==> src/rtl/pinball_video_pkg.sv <==
// Shared video constants and helpers for the pinball display pipeline.
package pinball_video_pkg;

    localparam int RGB_W_DEF = 8;
    localparam logic [RGB_W_DEF-1:0] TRANSPARENT_DEF = 8'hFF;
    localparam int MAX_LAYERS = 16;

    typedef logic [3:0] layer_idx_t;

    // True when two or more bits are set: clearing the lowest set bit leaves something behind.
    function automatic logic multi_hot(input logic [MAX_LAYERS-1:0] v);
        return (v & (v - 16'd1)) != 16'd0;
    endfunction

endpackage

==> src/rtl/layered_rgb_mux_if.sv <==
// Pixel bus between a layer source (master) and the layered RGB mixer (slave).
interface layered_rgb_mux_if
    import pinball_video_pkg::*;
#(
    parameter int NUM_LAYERS = 4,
    parameter int RGB_W      = RGB_W_DEF,
    parameter int CNT_W      = 16
);
    logic [NUM_LAYERS-1:0]       draw;
    logic [NUM_LAYERS*RGB_W-1:0] rgb_layers;
    logic [RGB_W-1:0]            rgb_bg;
    logic [NUM_LAYERS-1:0]       layer_en;
    logic                        start_of_frame;
    logic [RGB_W-1:0]            rgb_out;
    logic [NUM_LAYERS-1:0]       coll_flags;
    logic [CNT_W-1:0]            coll_count;
    logic                        frame_done;

    modport master (
        output draw, rgb_layers, rgb_bg, layer_en, start_of_frame,
        input  rgb_out, coll_flags, coll_count, frame_done
    );

    modport slave (
        input  draw, rgb_layers, rgb_bg, layer_en, start_of_frame,
        output rgb_out, coll_flags, coll_count, frame_done
    );
endinterface

==> src/rtl/rgb_priority_sel.sv <==
// Combinational priority picker: the lowest-index active layer wins.
module rgb_priority_sel
    import pinball_video_pkg::*;
#(
    parameter int NUM_LAYERS = 4,
    parameter int RGB_W      = RGB_W_DEF
) (
    input  logic [NUM_LAYERS-1:0]       active_i,
    input  logic [NUM_LAYERS*RGB_W-1:0] rgb_layers_i,
    output logic [RGB_W-1:0]            rgb_sel_o,
    output logic                        valid_o
);
    layer_idx_t sel_idx_s;

    // Walk from the lowest priority upward so the last hit is the winner.
    always_comb begin
        sel_idx_s = 4'd0;
        for (int i = NUM_LAYERS - 1; i >= 0; i--) begin
            sel_idx_s = active_i[i] ? layer_idx_t'(i) : sel_idx_s;
        end
    end

    assign valid_o   = |active_i;
    assign rgb_sel_o = rgb_layers_i[int'(sel_idx_s) * RGB_W +: RGB_W];
endmodule

==> src/rtl/layered_rgb_mux.sv <==
// Layered RGB mixer: priority overlay of foreground layers on a background, with
// optional per-frame collision statistics compiled in by LAYERED_MUX_COLLISION_EN.
module layered_rgb_mux
    import pinball_video_pkg::*;
#(
    parameter int               NUM_LAYERS  = 4,
    parameter int               RGB_W       = RGB_W_DEF,
    parameter logic [RGB_W-1:0] TRANSPARENT = RGB_W'(TRANSPARENT_DEF),
    parameter int               CNT_W       = 16
) (
    input logic               clk,
    input logic               resetN,
    layered_rgb_mux_if.slave  bus
);
    logic [NUM_LAYERS-1:0] active_s;
    logic [RGB_W-1:0]      rgb_sel_s;
    logic                  sel_valid_s;
    logic [RGB_W-1:0]      rgb_d;
    logic [RGB_W-1:0]      rgb_q;

    // A layer only counts when requested, enabled and not keyed out.
    always_comb begin
        active_s = '0;
        for (int i = 0; i < NUM_LAYERS; i++) begin
            active_s[i] = bus.draw[i] & bus.layer_en[i] &
                          (bus.rgb_layers[i*RGB_W +: RGB_W] != TRANSPARENT);
        end
    end

    rgb_priority_sel #(
        .NUM_LAYERS (NUM_LAYERS),
        .RGB_W      (RGB_W)
    ) u_sel (
        .active_i     (active_s),
        .rgb_layers_i (bus.rgb_layers),
        .rgb_sel_o    (rgb_sel_s),
        .valid_o      (sel_valid_s)
    );

    assign rgb_d = sel_valid_s ? rgb_sel_s : bus.rgb_bg;

    // Output pixel register.
    always_ff @(posedge clk or negedge resetN) begin
        if (!resetN) begin
            rgb_q <= '0;
        end else begin
            rgb_q <= rgb_d;
        end
    end

    assign bus.rgb_out = rgb_q;

`ifdef LAYERED_MUX_COLLISION_EN
    logic                  coll_s;
    logic [NUM_LAYERS-1:0] pix_flags_s;
    logic [NUM_LAYERS-1:0] acc_flags_d, acc_flags_q;
    logic [CNT_W-1:0]      acc_cnt_d, acc_cnt_q;
    logic [NUM_LAYERS-1:0] coll_flags_d, coll_flags_q;
    logic [CNT_W-1:0]      coll_cnt_d, coll_cnt_q;
    logic                  frame_done_d, frame_done_q;

    // The start-of-frame pixel seeds the fresh accumulator instead of closing the old frame.
    always_comb begin
        coll_s       = multi_hot(MAX_LAYERS'(active_s));
        pix_flags_s  = coll_s ? active_s : '0;
        coll_flags_d = coll_flags_q;
        coll_cnt_d   = coll_cnt_q;
        frame_done_d = bus.start_of_frame;
        if (bus.start_of_frame) begin
            coll_flags_d = acc_flags_q;
            coll_cnt_d   = acc_cnt_q;
            acc_flags_d  = pix_flags_s;
            acc_cnt_d    = coll_s ? CNT_W'(1'b1) : '0;
        end else begin
            acc_flags_d  = acc_flags_q | pix_flags_s;
            acc_cnt_d    = (coll_s && (acc_cnt_q != '1)) ? acc_cnt_q + CNT_W'(1'b1) : acc_cnt_q;
        end
    end

    // Accumulators and last-frame snapshot.
    always_ff @(posedge clk or negedge resetN) begin
        if (!resetN) begin
            acc_flags_q  <= '0;
            acc_cnt_q    <= '0;
            coll_flags_q <= '0;
            coll_cnt_q   <= '0;
            frame_done_q <= 1'b0;
        end else begin
            acc_flags_q  <= acc_flags_d;
            acc_cnt_q    <= acc_cnt_d;
            coll_flags_q <= coll_flags_d;
            coll_cnt_q   <= coll_cnt_d;
            frame_done_q <= frame_done_d;
        end
    end

    assign bus.coll_flags = coll_flags_q;
    assign bus.coll_count = coll_cnt_q;
    assign bus.frame_done = frame_done_q;
`else
    assign bus.coll_flags = '0;
    assign bus.coll_count = '0;
    assign bus.frame_done = 1'b0;
`endif

endmodule

==> src/flat_wrapper.sv <==
// flat-port wrapper written by rule: the top's interface ports become plain ports
module layered_rgb_mux_flat import pinball_video_pkg::*;
#(
    parameter int               NUM_LAYERS  = 4,
    parameter int               RGB_W       = RGB_W_DEF,
    parameter logic [RGB_W-1:0] TRANSPARENT = RGB_W'(TRANSPARENT_DEF),
    parameter int               CNT_W       = 16
)
  (clk, resetN, bus_draw, bus_rgb_layers, bus_rgb_bg, bus_layer_en, bus_start_of_frame, bus_rgb_out, bus_coll_flags, bus_coll_count, bus_frame_done);
  layered_rgb_mux_if #(.NUM_LAYERS(NUM_LAYERS), .RGB_W(RGB_W), .CNT_W(CNT_W)) bus_i ();
  input logic clk;
  input logic resetN;
  input wire logic [$bits(bus_i.draw)-1:0] bus_draw;
  input wire logic [$bits(bus_i.rgb_layers)-1:0] bus_rgb_layers;
  input wire logic [$bits(bus_i.rgb_bg)-1:0] bus_rgb_bg;
  input wire logic [$bits(bus_i.layer_en)-1:0] bus_layer_en;
  input wire logic [$bits(bus_i.start_of_frame)-1:0] bus_start_of_frame;
  output wire logic [$bits(bus_i.rgb_out)-1:0] bus_rgb_out;
  output wire logic [$bits(bus_i.coll_flags)-1:0] bus_coll_flags;
  output wire logic [$bits(bus_i.coll_count)-1:0] bus_coll_count;
  output wire logic [$bits(bus_i.frame_done)-1:0] bus_frame_done;
  assign bus_i.draw = bus_draw;
  assign bus_i.rgb_layers = bus_rgb_layers;
  assign bus_i.rgb_bg = bus_rgb_bg;
  assign bus_i.layer_en = bus_layer_en;
  assign bus_i.start_of_frame = bus_start_of_frame;
  assign bus_rgb_out = bus_i.rgb_out;
  assign bus_coll_flags = bus_i.coll_flags;
  assign bus_coll_count = bus_i.coll_count;
  assign bus_frame_done = bus_i.frame_done;
  layered_rgb_mux #(.NUM_LAYERS(NUM_LAYERS), .RGB_W(RGB_W), .TRANSPARENT(TRANSPARENT), .CNT_W(CNT_W)) u_core (.clk(clk), .resetN(resetN), .bus(bus_i));
endmodule
==> config.mk <==
export PLATFORM = sky130hd
export DESIGN_NAME = layered_rgb_mux_flat
export DESIGN_NICKNAME = d
export VERILOG_FILES = /design/src/rtl/pinball_video_pkg.sv /design/src/rtl/layered_rgb_mux_if.sv /design/src/rtl/rgb_priority_sel.sv /design/src/rtl/layered_rgb_mux.sv /design/src/flat_wrapper.sv
export SDC_FILE = /design/constraint.sdc
export NUM_CORES = 1
export LEC_CHECK = 0
export ABC_AREA = 1
export BUFFER_PORTS_ARGS = -buffer_cell sky130_fd_sc_hd__buf_2
export CORE_MARGIN = 2
export CORE_UTILIZATION = 43
export DETAILED_ROUTE_END_ITERATION = 10
export PLACE_DENSITY = 0.89
export SYNTH_ARGS = -nofsm -noshare
export SYNTH_HDL_FRONTEND = slang
export SYNTH_SLANG_ARGS = --single-unit
==> constraint.sdc <==
create_clock -name clk -period 1.2 [get_ports clk]
set_input_delay 0.24 -clock clk [delete_from_list [all_inputs] [get_ports clk]]
set_output_delay 0.24 -clock clk [all_outputs]
set_load 0.05 [all_outputs]
## Yosys cells after proc, flatten, opt, wreduce, memory -nomap -nowiden

Index checks and enable logic that the tools add are counted.

| storage, ports and cells | value |
|---|---|
| flip-flop bits (word level) | 8 |
| bits of input ports | 51 |
| output and inout bits | 29 |
| logic and storage cells | 20 |

| cells by class | value |
|---|---|
| equality and inequality tests | 4 |
| shifts and indexed selects | 1 |
| mux-type cells | 5 |
| bitwise logic cells | 8 |
| reductions and logical operators | 1 |

Operators with widths:

| cell | count |
|---|---|
| $ne A8 B8 Y1 const B | 4 |
| $shiftx A32 B8 Y8 | 1 |
| $mux W4 | 3 |
| $and A1 B1 Y1 | 8 |
| $mux W8 | 1 |
| $reduce_or A4 Y1 | 1 |
| $mux W2 | 1 |

## Logic depth before layout (Yosys ltp)

| logic depth | value |
|---|---|
| word-level depth | 8 |
| gate-level depth with buffers | 13 |
| gate-level depth less buffers | 12 |

## By module

Synthesis repeated with hierarchy kept, for this count alone.

| unflattened totals | value |
|---|---|
| cell total of the unflattened synthesis | 189 |
| area total of the unflattened synthesis | 1088.5 um^2 |

By module, submodules not included:

| module | times used | cells each | area each (um^2) | sequential area each (um^2) |
|---|---|---|---|---|
| layered_rgb_mux | 1 | 87 | 598.1 | 200.2 |
| rgb_priority_sel | 1 | 102 | 490.5 | 0.0 |

## Worst setup path before layout

OpenSTA, ideal clock, no wires.

| path | value |
|---|---|
| path type | input-to-reg |
| from | input port bus_rgb_layers[7] |
| to | register u_core.rgb_q[0], in the netlist u_core.bus.rgb_out[0] |
| library setup time | 0.117 ns |
| arrival time | 1.153 ns |
| required time | 1.083 ns |
| setup slack | -0.069 ns |
| stages on the path | 7 |
| path buffers | 0 |
| cell sequence | nand4_2 o21bai_4 nand3_1 nand3_1 nand2_1 nand2_1 nand2_1 |

| on the way | value |
|---|---|
| longest elaborated chain between the ends | 5 |
| elaborated cells between the ends (all ways) | 6 |
| those cells by class | 1 x eq/ne; 1 x shift; 2 x mux; 1 x bitwise; 1 x reduce/logical |

Ends and longest elaborated chain:

| element | RTL line | RTL |
|---|---|---|
| start, declared | flat_wrapper.sv:14 | `input wire logic [$bits(bus_i.rgb_layers)-1:0] bus_rgb_layers;` |
| $ne A8 B8 Y1 (*) | layered_rgb_mux.sv:26 | `(bus.rgb_layers[i*RGB_W +: RGB_W] != TRANSPARENT);` |
| $and A1 B1 Y1 (*) | layered_rgb_mux.sv:25 | `active_s[i] = bus.draw[i] & bus.layer_en[i] &` |
| $mux W4 | rgb_priority_sel.sv:19 | `sel_idx_s = active_i[i] ? layer_idx_t'(i) : sel_idx_s;` |
| $shiftx A32 B8 Y8 | rgb_priority_sel.sv:24 | `assign rgb_sel_o = rgb_layers_i[int'(sel_idx_s) * RGB_W +: RGB_W];` |
| $mux W8 (*) | layered_rgb_mux.sv:40 | `assign rgb_d = sel_valid_s ? rgb_sel_s : bus.rgb_bg;` |
| via u_core.rgb_d[0] | layered_rgb_mux.sv:18 | `logic [RGB_W-1:0] rgb_d;` |
| end signal, assigned | layered_rgb_mux.sv:47 | `rgb_q <= rgb_d;` |
| end, declared | layered_rgb_mux.sv:19 | `logic [RGB_W-1:0] rgb_q;` |

Mark *: on every way through the listed nets, which the timed path passes. The rest lies on a longest branch.

## Final worst setup path

| path | value |
|---|---|
| from | input port bus_rgb_layers[11] |
| to | register u_core.rgb_q[1], in the netlist u_core.bus.rgb_out[1] |

| on the way | value |
|---|---|
| longest elaborated chain between the ends | 6 |
| elaborated cells between the ends (all ways) | 7 |
| those cells by class | 1 x eq/ne; 1 x shift; 3 x mux; 1 x bitwise; 1 x reduce/logical |

Ends and longest elaborated chain:

| element | RTL line |
|---|---|
| $ne A8 B8 Y1 (*) | layered_rgb_mux.sv:26 |
| $and A1 B1 Y1 (*) | layered_rgb_mux.sv:25 |
| $mux W4 (2 in series) | rgb_priority_sel.sv:19 |
| $shiftx A32 B8 Y8 | rgb_priority_sel.sv:24 |
| $mux W8 (*) | layered_rgb_mux.sv:40 |
| via u_core.rgb_d[1] | layered_rgb_mux.sv:18 |

Marks and branches as above.

==> run summary <==
number of I/O pins -> 80
cell family with most CP delay -> simple AND/OR/NAND/NOR gates
fin area -> 0.00167 mm2
final setup TNS -> -299 ps
TritonRoute pass-1 iters -> 4
Synth Register Bits -> 8
synthesized area per cell -> 6.02 um2
clock root buffer master -> clkbuf_4
DRT antenna net count -> 0
min Tclk post-route -> 1270 ps
Setup crit end kind -> register
Worst Path Max Fanout -> 8
CP max stage cell -> a21oi_4
CP startpoint kind -> primary input
final worst setup slack -> -70.6 ps
Seq/Total Area, Yosys -> 0.189
initial antenna violation count -> 0
Crit. Startpoint -> bus_rgb_layers[11]
Placeable Area -> 0.00228 mm2
die area -> 0.00288 mm2
Layout area overhead -> 57.4%
Die Y -> 53.6 um
worst hold path class -> in -> reg
placed instance area -> 0.00141 mm2
fin crit share -> 1.06
DR DRC count -> 0
CP required -> 1390 ps
share of cells above drive strength 1 -> 0.440
Rows -> 17
global route total overflow -> 0
Final Hold Viols -> 0
final WL -> 3530 um
# nets final -> 310
Mapped Area -> 0.00106 mm2
diodes inserted -> 0
number of clock sinks -> 8
Synth Instances -> 176
worst path cell trace -> buf_6 -> nand4_1 -> o21bai_4 -> nand2_4 -> a21oi_4 -> nand3_1 -> nand2_1 -> nand2_1 -> nand2_1
die width -> 53.6 um
total global-route track usage -> 0.215
Max Cap Viol -> 0
violated checks -> negative setup slack
Slew Limit Fails -> 0
drt via density -> 4.93
Arrival @ worst endpoint -> 1460 ps
crit path capture -> u_core.bus.rgb_out[1]$_DFF_PN0_
Clk pin slew, worst setup/hold paths -> 50 ps
Buf/Inv on CP -> 1
Starting Density -> 0.466
H-tree levels -> 1
Num CTS Buffers -> 3
first-pass GRT wire length -> 4480 um
final setup violation count -> 7
Clock Path Buffers -> 2
delay of the slowest critical-path stage -> 280 ps
WS Path Type -> in -> reg
status -> finished with violations
initial DRC count -> 62
Routability Congestion -> 0.918
cell mode on critical path -> nand2_1
DP Wirelength -> 2360 um
Buffers on Ports -> 57
max reg flops -> 8
WL per Instance -> 12.4 um
unrepaired setup endpoints after global routing -> yes
CTS tree -> done
f_max -> 787 MHz
post-synthesis cell type count -> 17
via total after detailed routing -> 1,406
PwrDens -> 833 mW/mm2
CP Depth -> 9
total power -> 1390 uW
largest net degree at the start of global routing -> 17
leakage power -> 0.00101 uW
Max VDD drop -> 0.000768 V
yosys warns -> 0
vias in the first global route -> 1,079
==> placed cells by master, fill, tap and decap left out, types with 8 or more instances in the layout <==
master and count:
nand2_1 55, inv_1 30, conb_1 21, buf_2 49, nand3_2 9, buf_4 18, nand2_2 8, buf_6 10
dfrtp_1 8, nand3_1 24
==> routing by layer <==
layer | vias to the layer above | routed length (um) | share of wire | track usage
li1 | 664 | - | - | -
met1 | 610 | 1240 | 0.35 | 0.230
met2 | 108 | 1790 | 0.51 | 0.401
met3 | 24 | 311 | 0.088 | 0.0250
met4 | 0 | 195 | 0.055 | 0.128
met5 | - | 0 | 0 | 0
==> stage by stage <==
stage          utilization  hold slack (ps)  worst slack [ps]  std cells
6_report             0.733              182             -70.6        285
5_1_grt              0.733              187              -139        285
4_1_cts              0.647              181              2.03        278
3_5_place_dp         0.617             84.2              -328        272
3_3_place_gp         0.617             81.7              -285        272
2_1_floorplan            -            -55.6             -67.4        196
==> worst min path at each step <==
stage,from,end,slack [ps],depth (start not counted)
after floorplan,resetN,u_core.bus.rgb_out[0]$_DFF_PN0_,-60,0
after detailed placement,resetN,u_core.bus.rgb_out[0]$_DFF_PN0_,80,1
final,bus_rgb_bg[5],u_core.bus.rgb_out[5]$_DFF_PN0_,180,3
after global placement,resetN,u_core.bus.rgb_out[3]$_DFF_PN0_,80,1
after global routing,bus_rgb_bg[4],u_core.bus.rgb_out[4]$_DFF_PN0_,190,3
after CTS,bus_rgb_bg[0],u_core.bus.rgb_out[0]$_DFF_PN0_,180,3
==> cells in the mapped netlist <==
library cell	instances	area, um2
o21bai_4	2	37.5
nand3_1	34	170
buf_4	23	173
inv_2	1	3.75
conb_1	1	3.75
inv_1	30	113
nand4_2	1	12.5
a21oi_1	1	5.00
nand2_1	61	229
a21oi_4	1	16.3
nor2_4	1	11.3
nand2_4	3	33.8
nand2_2	1	6.26
dfrtp_1	8	200
buf_6	1	11.3
nand4_1	3	18.8
nor2_1	4	15.0
==> cell families (layout without fill, tap and decap cells) <==
family	after synthesis	count (layout)	share of synthesized area
flip-flops	8	8	0.189
AND/OR/NAND/NOR	108	110	0.469
other	1	21	0.00354
buffers and inverters	55	114	0.283
AO/OA/AOI/OAI	4	4	0.0555
==> what timing repair did <==
item                       in CTS  in global routing
hold buffers                    1                  0
resized for setup               4                 28
setup buffers                   1                  6
setup endpoints to repair       2                  8
gates cloned                    1                  1
hold endpoints to repair        8                  0
pin swaps                       2                 24
==> power breakdown <==
group / switching [uW] / internal [uW]
clock: 87.1 / 114
combinational: 592 / 278
sequential: 7.50 / 312
total: 686 / 704
==> area by class of cell <==
type | count | area [um2]
Clock buffer | 3 | 22.5
Tap cell | 28 | 35.0
Inverter | 31 | 116
Fill cell | 179 | 608
Timing Repair Buffer | 80 | 543
Sequential cell | 8 | 200
Multi-Input combinational cell | 135 | 751
==> tightest hold or removal path, delay by kind of cell <==
family                 cells  cell delay [ps]
AND/OR/NAND/NOR            2               90
buffers and inverters      1               80
No activity file was read; power rests on OpenSTA's default activity.
